$ cat src/rtl/mult_rep_add_seq_pkg.sv
// Shared types and helpers for the repeated-addition multiplier.
// Holds the FSM state encoding, width helpers and the operand magnitude function.
package mult_rep_add_seq_pkg;

  typedef enum logic [1:0] {
    IDLE = 2'd0,
    ADD  = 2'd1,
    DONE = 2'd2
  } state_e;

  localparam int DEF_WIDTH = 8;
  localparam int MAX_W     = 32;
  localparam int PW        = 2 * DEF_WIDTH;

  function automatic int pw_f(input int w);
    return 2 * w;
  endfunction

  // The magnitude of the most negative value, -2^(w-1), is 2^(w-1), which still fits in w bits.
  function automatic logic [MAX_W-1:0] mag_f(input logic [MAX_W-1:0] v,
                                             input int              w,
                                             input bit              signed_op);
    logic [MAX_W-1:0] mask;
    logic [MAX_W-1:0] sh;
    mask = {MAX_W{1'b1}} >> (MAX_W - w);
    sh   = v >> (w - 1);
    if (signed_op && sh[0]) begin
      return ((~v) + MAX_W'(1)) & mask;
    end
    return v & mask;
  endfunction

endpackage

$ cat src/rtl/mult_rep_add_seq_if.sv
// Request/response bundle between a requester and the repeated-addition multiplier.
interface mult_rep_add_seq_if
  import mult_rep_add_seq_pkg::*;
#(
  parameter int WIDTH = DEF_WIDTH
);
  logic                 start;
  logic                 abort;
  logic [WIDTH-1:0]     a;
  logic [WIDTH-1:0]     b;
  logic                 ready;
  logic                 busy;
  logic                 done;
  logic [2*WIDTH-1:0]   product;

  modport master (
    output start, abort, a, b,
    input  ready, busy, done, product
  );

  modport slave (
    input  start, abort, a, b,
    output ready, busy, done, product
  );
endinterface

$ cat src/rtl/mult_rep_add_seq_add_w.sv
// Parametrised combinational adder; generalisation of the former fixed 16-bit adder.
module add_w #(
  parameter int WIDTH = 16
) (
  input  logic [WIDTH-1:0] in1_i,
  input  logic [WIDTH-1:0] in2_i,
  output logic [WIDTH-1:0] sum_o
);

  assign sum_o = in1_i + in2_i;

endmodule

$ cat src/rtl/mult_rep_add_seq.sv
// Sequential multiplier by repeated addition: one addend accumulation per cycle,
// with signed support, shortest-loop operand swap, zero short-cut and abort.
module mult_rep_add_seq
  import mult_rep_add_seq_pkg::*;
#(
  parameter int WIDTH       = DEF_WIDTH,
  parameter int SIGNED_MODE = 0,
  parameter int SWAP_MIN    = 1
) (
  input  logic               clk,
  input  logic               rst_n,
  mult_rep_add_seq_if.slave  bus
);

  localparam int ACC_W = pw_f(WIDTH);

  state_e               state_q, state_d;
  logic [ACC_W-1:0]     acc_q, acc_d;
  logic [WIDTH-1:0]     cnt_q, cnt_d;
  logic [WIDTH-1:0]     addend_q, addend_d;
  logic                 neg_q, neg_d;
  logic [ACC_W-1:0]     product_q, product_d;

  logic [WIDTH-1:0]     mag_a, mag_b;
  logic [WIDTH-1:0]     cnt_sel, addend_sel;
  logic                 neg_sel;
  logic [ACC_W-1:0]     sum;

  add_w #(
    .WIDTH (ACC_W)
  ) u_acc_add (
    .in1_i (acc_q),
    .in2_i ({{WIDTH{1'b0}}, addend_q}),
    .sum_o (sum)
  );

  always_comb begin
    mag_a      = WIDTH'(mag_f(MAX_W'(bus.a), WIDTH, SIGNED_MODE != 0));
    mag_b      = WIDTH'(mag_f(MAX_W'(bus.b), WIDTH, SIGNED_MODE != 0));
    neg_sel    = (SIGNED_MODE != 0) ? (bus.a[WIDTH-1] ^ bus.b[WIDTH-1]) : 1'b0;
    cnt_sel    = mag_b;
    addend_sel = mag_a;
    // Looping on the smaller magnitude bounds the latency by min(|a|,|b|).
    if (SWAP_MIN != 0 && mag_a < mag_b) begin
      cnt_sel    = mag_a;
      addend_sel = mag_b;
    end
  end

  always_comb begin
    state_d   = state_q;
    acc_d     = acc_q;
    cnt_d     = cnt_q;
    addend_d  = addend_q;
    neg_d     = neg_q;
    product_d = product_q;

    unique case (state_q)
      IDLE: begin
        if (bus.start) begin
          acc_d    = '0;
          cnt_d    = cnt_sel;
          addend_d = addend_sel;
          neg_d    = neg_sel;
          if (cnt_sel == '0 || addend_sel == '0) begin
            product_d = '0;
            state_d   = DONE;
          end else begin
            state_d = ADD;
          end
        end
      end
      ADD: begin
        // Abort takes priority even on the final accumulation.
        if (bus.abort) begin
          state_d = IDLE;
        end else begin
          acc_d = sum;
          cnt_d = cnt_q - WIDTH'(1);
          if (cnt_q == WIDTH'(1)) begin
            product_d = neg_q ? (~sum + ACC_W'(1)) : sum;
            state_d   = DONE;
          end
        end
      end
      DONE: begin
        state_d = IDLE;
      end
      default: begin
        state_d = IDLE;
      end
    endcase
  end

  always_ff @(posedge clk or negedge rst_n) begin
    if (!rst_n) begin
      state_q   <= IDLE;
      acc_q     <= '0;
      cnt_q     <= '0;
      addend_q  <= '0;
      neg_q     <= 1'b0;
      product_q <= '0;
    end else begin
      state_q   <= state_d;
      acc_q     <= acc_d;
      cnt_q     <= cnt_d;
      addend_q  <= addend_d;
      neg_q     <= neg_d;
      product_q <= product_d;
    end
  end

  assign bus.ready   = (state_q == IDLE);
  assign bus.busy    = (state_q == ADD) || (state_q == DONE);
  assign bus.done    = (state_q == DONE);
  assign bus.product = product_q;

endmodule
$ cat src/flat_wrapper.sv
// flat-port wrapper written by rule: the top's interface ports become plain ports
module mult_rep_add_seq_flat import mult_rep_add_seq_pkg::*;
#(
  parameter int WIDTH       = DEF_WIDTH,
  parameter int SIGNED_MODE = 0,
  parameter int SWAP_MIN    = 1
)
  (clk, rst_n, bus_start, bus_abort, bus_a, bus_b, bus_ready, bus_busy, bus_done, bus_product);
  mult_rep_add_seq_if #(.WIDTH(WIDTH)) bus_i ();
  input  logic clk;
  input  logic rst_n;
  input wire logic [$bits(bus_i.start)-1:0] bus_start;
  input wire logic [$bits(bus_i.abort)-1:0] bus_abort;
  input wire logic [$bits(bus_i.a)-1:0] bus_a;
  input wire logic [$bits(bus_i.b)-1:0] bus_b;
  output wire logic [$bits(bus_i.ready)-1:0] bus_ready;
  output wire logic [$bits(bus_i.busy)-1:0] bus_busy;
  output wire logic [$bits(bus_i.done)-1:0] bus_done;
  output wire logic [$bits(bus_i.product)-1:0] bus_product;
  assign bus_i.start = bus_start;
  assign bus_i.abort = bus_abort;
  assign bus_i.a = bus_a;
  assign bus_i.b = bus_b;
  assign bus_ready = bus_i.ready;
  assign bus_busy = bus_i.busy;
  assign bus_done = bus_i.done;
  assign bus_product = bus_i.product;
  mult_rep_add_seq #(.WIDTH(WIDTH), .SIGNED_MODE(SIGNED_MODE), .SWAP_MIN(SWAP_MIN)) u_core (.clk(clk), .rst_n(rst_n), .bus(bus_i));
endmodule
$ cat config.mk
export PLATFORM = sky130hd
export DESIGN_NAME = mult_rep_add_seq_flat
export DESIGN_NICKNAME = d
export VERILOG_FILES = /design/src/rtl/mult_rep_add_seq_pkg.sv /design/src/rtl/mult_rep_add_seq_if.sv /design/src/rtl/mult_rep_add_seq_add_w.sv /design/src/rtl/mult_rep_add_seq.sv /design/src/flat_wrapper.sv
export SDC_FILE = /design/constraint.sdc
export NUM_CORES = 1
export LEC_CHECK = 0
export BUFFER_PORTS_ARGS = -buffer_cell sky130_fd_sc_hd__buf_4
export CORE_MARGIN = 1.5
export CORE_UTILIZATION = 53
export DETAILED_ROUTE_END_ITERATION = 16
export GPL_TIMING_DRIVEN = 0
export PLACE_DENSITY = 0.81
export SLEW_MARGIN = 25
export SYNTH_ARGS = -nofsm -noshare
export SYNTH_HDL_FRONTEND = slang
export SYNTH_SLANG_ARGS = --single-unit
export TNS_END_PERCENT = 20
$ cat constraint.sdc
create_clock -name clk -period 6.3 [get_ports clk]
set_input_delay 0.315 -clock clk [delete_from_list [all_inputs] [get_ports clk]]
set_output_delay 0.315 -clock clk [all_outputs]
set_load 0.1 [all_outputs]
### Word-level counts from Yosys, hierarchy flattened

Index checks and enable logic that the tools add are counted.

* input port bits: 20
* flip-flop bits (word level): 50
* word-level logic and storage cells: 44

* reductions and logical operators: 10
* $lt $le $gt $ge: 1
* $add $sub $neg: 2
* multiplexer cells: 18
* equality and inequality tests: 8

Operator list (count)
* two-way mux 16 bit: 6
* case mux 16 bit (2 select lines): 2
* two-way mux 8 bit: 4
* adder 16 x 8 -> 16 bit: 1
* logical NOT 8 bit: 2
* case mux 8 bit (2 select lines): 1
* equality test 8 x 1 -> 1 bit, second input constant: 1
* < comparator 8 bit: 1
* two-way mux 2 bit: 4
* subtractor 8 x 1 -> 8 bit, second input constant: 1
* AND reduction 5 bit: 1
* != test 2 x 1 -> 1 bit, second input constant: 2
* != test 2 bit, second input constant: 2
* case mux 2 bit (2 select lines): 1
* AND reduction 2 bit: 2
* != test 3 x 2 -> 1 bit, second input constant: 1
* AND reduction 3 bit: 1
* equality test 2 x 1 -> 1 bit, second input constant: 1
* equality test 2 bit, second input constant: 1
* logical NOT 2 bit: 1
* logical OR 1 bit: 2
* nonzero test 2 bit: 1

### Logic depth before layout (Yosys ltp)

Gate-level depths: netlist of run 1.

* depth in word-level cells: 7
* depth in mapped cells: 9

### Modules after synthesis

Synthesis of run 1 repeated with hierarchy kept, for this count alone.

* cells, all modules: 352
* area, all modules: 3344.5 µm²

Modules (own cells, without submodules)
* mult_rep_add_seq: area each 2620.0 µm², cells each 254, instances 1, seq. area each 1251.2 µm²
* add_w: area each 724.4 µm², cells each 98, instances 1, seq. area each 0.0 µm²

### Least setup slack after synthesis of run 1

No wires, ideal clock.

* path type: reg2reg
* start point: register u_core.state_q[0]
* end point: register u_core.product_q[7], in the netlist u_core.bus.product[7]
* data arrival time: 2688 ps
* library setup time: 125 ps
* path buffers: 1
* cell stages (with the launch flop): 7
* clock period less this slack: 2814 ps
* slack: 3486 ps
* path through: dfrtp_1 > inv_1 > ha_1 > o211ai_1 > buf_2 > a311oi_1 > mux2_2

* longest elaborated chain between the ends: 3
* elaborated cells between the ends (all ways): 9

RTL lines
* from (decl): RTL line mult_rep_add_seq.sv:17 `state_e state_q, state_d;`
* from (signal assigned): RTL line mult_rep_add_seq.sv:104 `state_q <= state_d;`
* logical NOT 2 bit *
* named net bus_ready: RTL line flat_wrapper.sv:16 `output wire logic [$bits(bus_i.ready)-1:0] bus_ready;`
* != test 2 x 1 -> 1 bit (no line), or another cell as far along
* AND reduction 5 bit (no line)
* to (signal assigned): RTL line mult_rep_add_seq.sv:109 `product_q <= product_d;`
* to (decl): RTL line mult_rep_add_seq.sv:22 `logic [ACC_W-1:0] product_q, product_d;`

The timed path passes the listed nets; every way through them passes the cells marked *.
A chain may end at the register's enable or synchronous reset.

### Worst setup path in the final report of run 1

* start point: register u_core.state_q[1]
* end point: register u_core.product_q[15], in the netlist u_core.bus.product[15]

* longest elaborated chain between the ends: 3
* elaborated cells between the ends (all ways): 9

RTL lines
* equality test 2 x 1 -> 1 bit or logical NOT 2 bit (tied branches): RTL line mult_rep_add_seq.sv:58 `unique case (state_q)`
* != test 2 x 1 -> 1 bit (no line), or another cell as far along
* AND reduction 5 bit (no line)

Parallel ways exist; a longest one is shown, timed or not.

==> metrics.md, run 1 <==
| Metric | Value |
|---|---|
| CP Data Required Time | 6.54 ns |
| Post-DP HPWL | 5540 µm |
| Worst slew margin | 55.0% |
| Maximum clock frequency | 375 MHz |
| Crit Path Class | reg2reg |
| Place WS | 3.73 ns |
| Synth async-reset ratio | 100% |
| Fin Setup TNS | 0 ns |
| Worst-path maximum fanout | 10 |
| Share of cells above drive strength 1 | 14.5% |
| Yosys warns | 0 |
| Die area | 6440 µm² |
| DRC errors left | 0 |
| Rows | 27 |
| Most frequent cells in the layout | nand2_1 (55), dfrtp_1 (50), buf_4 (39), o21ai_0 (25), a21oi_1 (21) |
| P_sw | 1020 µW |
| Layout area overhead | 14.9% |
| H-tree Lvls | 2 |
| Status | finished, final reports clean |
| Max-Cap Viols | 0 |
| Multiplexer area fraction after synthesis | 7.04% |
| Hold buffers post-CTS | 0 |
| Post-synth EDFFs | 0 |
| Hold Crit Class | in2async |
| Clock latency at the later pin of the worst-skew pair | 0.30 ns |
| LEAKAGE | 0.00176 µW |
| Remaining antenna violation count | 0 |
| Clk sinks | 50 |
| Worst EP arrival | 2.91 ns |
| I/O pin count | 39 |
| Final WS setup | 3.63 ns |
| Int Power | 885 µW |
| Crit path time final | 2.67 ns |
| Met3 Resource Use GR | 3.52% |
| Core area | 5640 µm² |
| GRT Residual Overflow | 0 |
| NumNets Final | 434 |
| Worst Skew | 0.0124 ns |
| Slew @ Worst Pin | 0.676 ns |
| Hold_ws | 0.0263 ns |
| Via-to-Cell Ratio | 5.97 |
| Dpl cell area | 3550 µm² |
| DR WL/cell | 15.8 µm |
| CTS clock-pin slew for the worst setup and hold paths | 0.09 ns |
| Post-cts sizing count | 0 |
| Post-route cell area | 3640 µm² |
| Setup bufs post-CTS | 0 |
| First-pass GRT wire length | 12500 µm |
| CTS tree | yes |
| Clock tree buffer depth | 2 |
| CP Capture Type | register |
| Power share of the combinational group | 63.0% |
| Final hold vios | 0 |
| Post-synthesis xor/xnor area fraction | 1.66% |
| Largest family of logic cells by synthesized area | simple AND/OR/NAND/NOR gates |
| Setup violators final | 0 |
| Vias in the first global route | 2660 |
| Most common cell after layout, fill and taps aside | nand2_1 |
| Mapped Nets | 389 |
| Initial antenna violation count | 0 |
| P per Cell Area | 522 nW/µm² |
| Switch share | 53.4% |
| TritonCTS buffer count | 5 |
| GR peak layer | met2 |
| Routed wire length | 7380 µm |
| Non-filler cells in the finished layout | 466 |
| Max Slew Vio Count | 0 |
| Sequential share of power | 27.1% |
| Die W | 80.3 µm |
| Seq/Total Area, Yosys | 39.5% |
| Number of synthesized register bits | 50 |
| Height of the chip | 80.3 µm |
| Synth Area in Simple Gates | 19.8% |
| Synth Area in Adders | 8.54% |
| Unrepaired setup endpoints after global routing | no |
| Clock power share | 9.9% |
| Initial Util | 56.1% |
| Drt first pass iters | 6 |
| Gpl congestion | 0.890 |
| Maximum vdd drop | 0.265 mV |
| Grt met1 use | 32.9% |
| Compound-Gate Fraction of Synth Area | 19.4% |
| Placed cell count | 458 |
| GR Util met2 | 42.3% |
| Ys flop type | dfrtp_1 |
| Mapped cell area | 3160 µm² |
| Via count | 2781 |
| Crit share post-route | 42.4% |
| All-layer global routing usage | 24.9% |
| Post-synthesis average cell area | 9.09 µm² |
| Diodes inserted | 0 |
| Root buf cell | clkbuf_8 |
| Largest net degree at the start of global routing | 51 |
| Synth unique cells | 53 |
| Port Buf Inserts | 38 |
| Cells after synthesis | 348 |
| Startpoint types | register |
| Number of DRC markers in iteration 0 | 267 |
==> final cells by class <==
type                            instances  area [µm²]
Timing Repair Buffer                   38         285
Tap cell                               72        90.1
Sequential cell                        50        1250
Clock inverter                          1        5.00
Fill cell                             474        2000
Buffer                                 18        81.3
Multi-Input combinational cell        268        1790
Inverter                               12        45.0
Clock buffer                            7        86.3
==> sequential cells by signal, summed over array words and instances (netlist names) <==
name and cells:
u_core.cnt_q 8, u_core.addend_q 8, u_core.state_q 2, u_core.acc_q 16, u_core.bus.product 16
==> power groups by stage <==
stage / logic [µW] / registers (µW) / clock network [µW]
finish: 1200 / 515 / 189
global route: 1310 / 527 / 211
CTS: 1190 / 514 / 193
detailed placement: 1180 / 519 / 0
global placement: 1140 / 513 / 0
floorplan: 763 / 655 / 0
==> kinds of logic (layout without fill, tap and decap cells) <==
| kind of cell | after synthesis | in the layout |
|---|---|---|
| XOR/XNOR | 6 | 6 |
| buffers and inverters | 30 | 76 |
| multiplexers | 22 | 22 |
| AND/OR/NAND/NOR | 126 | 126 |
| adder cells (fa/ha/maj) | 21 | 21 |
| AO/OA/AOI/OAI | 93 | 93 |
| flip-flops | 50 | 50 |
==> Yosys cell counts, types with 2 or more instances <==
cell | number | area share, %
a211o_1 | 2 | 0.55
a211oi_1 | 2 | 0.47
a21o_1 | 8 | 1.9
a21oi_1 | 21 | 3.3
a221o_1 | 5 | 1.6
a311oi_1 | 3 | 0.83
a31oi_1 | 4 | 0.79
and2_1 | 2 | 0.40
and3_1 | 7 | 1.4
buf_1 | 3 | 0.36
buf_2 | 2 | 0.32
clkbuf_1 | 11 | 1.3
dfrtp_1 | 50 | 40
ha_1 | 20 | 7.9
inv_1 | 12 | 1.4
mux2_2 | 2 | 0.71
mux2i_1 | 20 | 6.3
nand2_1 | 55 | 6.5
nand2b_1 | 6 | 1.2
nand3_1 | 10 | 1.6
nand4_1 | 2 | 0.40
nor2_1 | 17 | 2.0
nor2b_1 | 2 | 0.40
nor3_1 | 9 | 1.4
nor4_1 | 2 | 0.40
nor4_2 | 2 | 0.79
o2111ai_1 | 3 | 0.83
o211ai_1 | 4 | 0.95
o21a_1 | 2 | 0.47
o21ai_0 | 25 | 4.0
o31ai_1 | 2 | 0.47
or3_1 | 3 | 0.59
or4_1 | 6 | 1.4
xnor2_1 | 3 | 0.83
xor2_1 | 3 | 0.83
==> per-stage QoR <==
step	util, %	total power (µW)
5_1_grt	64.5	2050
3_5_place_dp	62.9	1700
2_1_floorplan	-	1420
4_1_cts	64.5	1890
6_report	64.5	1900
3_3_place_gp	62.7	1650
==> per-layer routing <==
layer / up-vias / wire [µm]
li1: 1366 / -
met1: 1304 / 3150
met2: 99 / 3630
met3: 12 / 468
met4: 0 / 122
met5: - / 0
==> critical path, stage by stage (launching register included) <==
cell	delay, ns
dfrtp_1	0.39
inv_1	0.10
ha_1	0.28
clkbuf_1	0.40
buf_1	0.50
buf_1	0.56
o2111ai_1	0.22
nand3_1	0.14
==> path summary, 6_finish.rpt <==
kind                       cells past startpoint  slack [ns]                                 end                              start
setup / recovery                               7        3.63  u_core.bus.product[15]$_DFFE_PN0P_      u_core.state_q[1]$_DFFE_PN0P_
hold / removal                                 1        0.03   u_core.bus.product[1]$_DFFE_PN0P_                              rst_n
setup reg to reg                               7        3.63  u_core.bus.product[15]$_DFFE_PN0P_      u_core.state_q[1]$_DFFE_PN0P_
hold reg to reg                                2        0.49   u_core.bus.product[1]$_DFFE_PN0P_  u_core.bus.product[1]$_DFFE_PN0P_
max in group asynchronous                      1        5.86      u_core.addend_q[7]$_DFFE_PN0P_                              rst_n
min in group clk                               3        0.35         u_core.cnt_q[0]$_DFFE_PN0P_                           bus_a[0]
Power figures use the tool's default switching activity.
==> run 2: changes to the inputs <==
ABC_AREA = 1   (was not set)
clock period = 2.75 ns   (was 6.3 ns; I/O delays follow)
==> metrics.md, run 2 <==
| Metric | Value |
|---|---|
| Status | finished, final reports clean |
| Unrepaired setup endpoints after global routing | no |
| Diodes inserted | 0 (unchanged) |
| Fin Setup TNS | 0 ns (unchanged) |
| Worst Skew | 0.0145 ns (+0.00209 ns) |
| Die area | 6640 µm² (+3.0%) |
| CP Capture Type | register |
| Worst EP arrival | 2.49 ns (-0.42 ns) |
| Worst slew margin | 57.8% (+2.8 points) |
| Initial antenna violation count | 0 (unchanged) |
| Number of DRC markers in iteration 0 | 199 (-25%) |
| Cells after synthesis | 456 (+31%) |
| Number of synthesized register bits | 50 (unchanged) |
| Synth Area in Simple Gates | 31.6% (+12 points) |
| RR Endpoint | u_core.bus.product[5]$_DFFE_PN0P_ |
| Final hold vios | 0 (unchanged) |
| Multiplexer area fraction after synthesis | 0% (-7.0 points) |
| Yosys warns | 0 (unchanged) |
| CTS clock-pin slew for the worst setup and hold paths | 0.10 ns (about the same) |
| # fillers | 568 (+20%) |
| Maximum clock frequency | 445 MHz (+19%) |
| Worst R2R Path Depth | 12 (+5) |
| Place WS | 0.348 ns (-3.38 ns) |
| All-layer global routing usage | 24.5% (-0.33 points) |
| Post-synthesis average cell area | 7.16 µm² (-21%) |
| Via count | 3051 (+9.7%) |
| Hold depth | 4 |
| DR WL/cell | 13.0 µm (-18%) |
| DRC errors left | 0 (unchanged) |
| I/O pin count | 39 (unchanged) |
| Initial Util | 55.1% (-0.95 points) |
| Crit path time final | 2.25 ns (-0.419 ns) |
| Met3 Resource Use GR | 3.67% (+0.14 points) |
| Ys flop type | dfrtp_1 |
| Most frequent cells in the layout | nand2_1 (164), dfrtp_1 (50), inv_1 (46), buf_4 (41), nand3_1 (39) |
| Post-cts sizing count | 0 (unchanged) |
| Critical R2R Launch | u_core.state_q[0]$_DFFE_PN0P_ |
| Core area | 5920 µm² (+4.9%) |
| Post-DP HPWL | 5650 µm (+2.0%) |
| Rows | 28 (+3.7%) |
| P per Cell Area | 1120 nW/µm² (+110%) |
| Synth async-reset ratio | 100% (unchanged) |
| Compound-Gate Fraction of Synth Area | 12.5% (-6.9 points) |
| Root buf cell | clkbuf_8 |
| Post-synthesis xor/xnor area fraction | 1.07% (-0.59 points) |
| Via-to-Cell Ratio | 5.28 (-12%) |
| NumNets Final | 543 (+25%) |
| Clock latency at the later pin of the worst-skew pair | 0.31 ns (about the same) |
| Setup violators final | 0 (unchanged) |
| Largest cells by area after synthesis | dfrtp_1 (38%), nand2_1 (19%), ha_1 (7.7%) |
| Mapped cell area | 3260 µm² (+3.2%) |
| CP Data Required Time | 2.99 ns (-3.55 ns) |
| LEAKAGE | 0.00210 µW (+19%) |
| Slew @ Worst Pin | 0.634 ns (-0.0421 ns) |
| Gpl congestion | 0.900 (+1.1%) |
| TritonCTS buffer count | 5 (unchanged) |
| Maximum vdd drop | 0.732 mV (+180%) |
| Layout area overhead | 16.1% |
| Clock tree buffer depth | 2 (unchanged) |
| CTS tree | yes |
| Launch point of the worst path | u_core.state_q[0]$_DFFE_PN0P_ |
| Crit share post-route | 81.8% (+39 points) |
| Die W | 81.5 µm (+1.5%) |
| Grt met1 use | 29.4% (-3.5 points) |
| Remaining antenna violation count | 0 (unchanged) |
| Mapped Nets | 497 (+28%) |
| Largest family of logic cells by synthesized area | simple AND/OR/NAND/NOR gates |
| Synth unique cells | 33 (-38%) |
| Top-area cell type share of the netlist area | 38.3% (-1.2 points) |
| Height of the chip | 81.5 µm (+1.5%) |
| GR peak layer | met2 |
| Share of cells above drive strength 1 | 13.3% (-1.1 points) |
| Synth Area in Adders | 8.28% (-0.26 points) |
| Post-synth EDFFs | 0 (unchanged) |
| Max-Cap Viols | 0 (unchanged) |
| Synth area leader | dfrtp_1 |
| Largest net degree at the start of global routing | 51 (unchanged) |
| Worst setup path end | u_core.bus.product[5]$_DFFE_PN0P_ |
| Startpoint types | register |
| GRT Residual Overflow | 0 (unchanged) |
| Hold_ws | 0.202 ns (+0.176 ns) |
| Most frequent cell after synthesis | nand2_1 |
| Crit Path Class | reg2reg |
| Vias in the first global route | 2908 (+9.3%) |
| Worst-path maximum fanout | 10 (unchanged) |
| Drt first pass iters | 4 (-2) |
| Reg2reg setup slack | 0.50 ns (-3.13 ns) |
| Hold Crit Class | in2reg |
| Clk sinks | 50 (unchanged) |
| Routed wire length | 7510 µm (+1.8%) |
| H-tree Lvls | 2 (unchanged) |
| Synth cell count leaders | nand2_1 (164), dfrtp_1 (50), inv_1 (46), nand3_1 (39), o21ai_0 (30) |
| Final WS setup | 0.501 ns (-3.13 ns) |
| Seq/Total Area, Yosys | 38.3% (-1.2 points) |
| First-pass GRT wire length | 12700 µm (+1.6%) |
| Port Buf Inserts | 38 (unchanged) |
| Max Slew Vio Count | 0 (unchanged) |
| GR Util met2 | 43.9% (+1.6 points) |
| Most common cell after layout, fill and taps aside | nand2_1 |
## run 2: how the worst min path moves through the flow
stage / from / to / slack, ns
finish: bus_abort / u_core.state_q[1]$_DFFE_PN0P_ / 0.20
global route: bus_abort / u_core.state_q[1]$_DFFE_PN0P_ / 0.23
CTS: bus_abort / u_core.state_q[1]$_DFFE_PN0P_ / 0.20
detailed placement: rst_n / u_core.bus.product[4]$_DFFE_PN0P_ / 0.20
global placement: rst_n / u_core.bus.product[1]$_DFFE_PN0P_ / 0.20
floorplan: rst_n / u_core.acc_q[0]$_DFFE_PN0P_ / -0.16
## run 2: where the power goes
part	internal, µW	switching (µW)
clock network	364	255
logic	676	1820
registers	973	165
## run 2: stage by stage
stage	total power [µW]	cells	cell area (µm²)	util, %
after floorplan	3040	456	3260	-
after global placement	3550	569	3640	61.5
after detailed placement	3630	569	3640	61.5
after CTS	4260	578	3790	64.0
after global routing	4560	578	3790	64.0
final	4250	578	3790	64.0
## run 2: cell type report
class                   instances  area, µm²  area share, %
plain buffers                  16       91.3           2.41
flip-flops and latches         50       1250           33.0
clock inverters                 3       68.8           1.82
well taps                      75       93.8           2.48
inverters                      47        176           4.65
repair buffers                 39        295           7.79
multi-input cells             343       1750           46.0
clock buffers                   5       68.8           1.82
## run 2: kinds of logic (layout without fill, tap and decap cells)
kind of cell / after synthesis / after routing
xor+xnor: 4 / 4
buf+inv: 63 / 110
simple gates: 244 / 244
fa+ha+maj: 21 / 21
compound gates: 74 / 74
flops: 50 / 50
## run 2: critical path, cell delays in order (launching register included)
cell and delay, ns:
dfrtp_1 0.39, inv_1 0.07, ha_1 0.29, inv_1 0.08, nor2_1 0.05, inv_1 0.07
nand2_1 0.05, nor2_1 0.11, inv_1 0.09, a21oi_2 0.36, clkbuf_1 0.39, nand3_1 0.13
nand2_1 0.10
## run 2: timing repair
item / 4_1_cts / 5_1_grt
buffers inserted: 0 / 0
hold buffers: 1 / 0
endpoints found under the hold margin: 50 / 0
## run 2: routing by layer
layer	vias to the layer above	part of all wire [%]	routed length [µm]
met5	-	0	0
met4	0	1.7	130
li1	1557	-	-
met3	12	4.8	357
met2	78	50	3780
met1	1404	43	3250
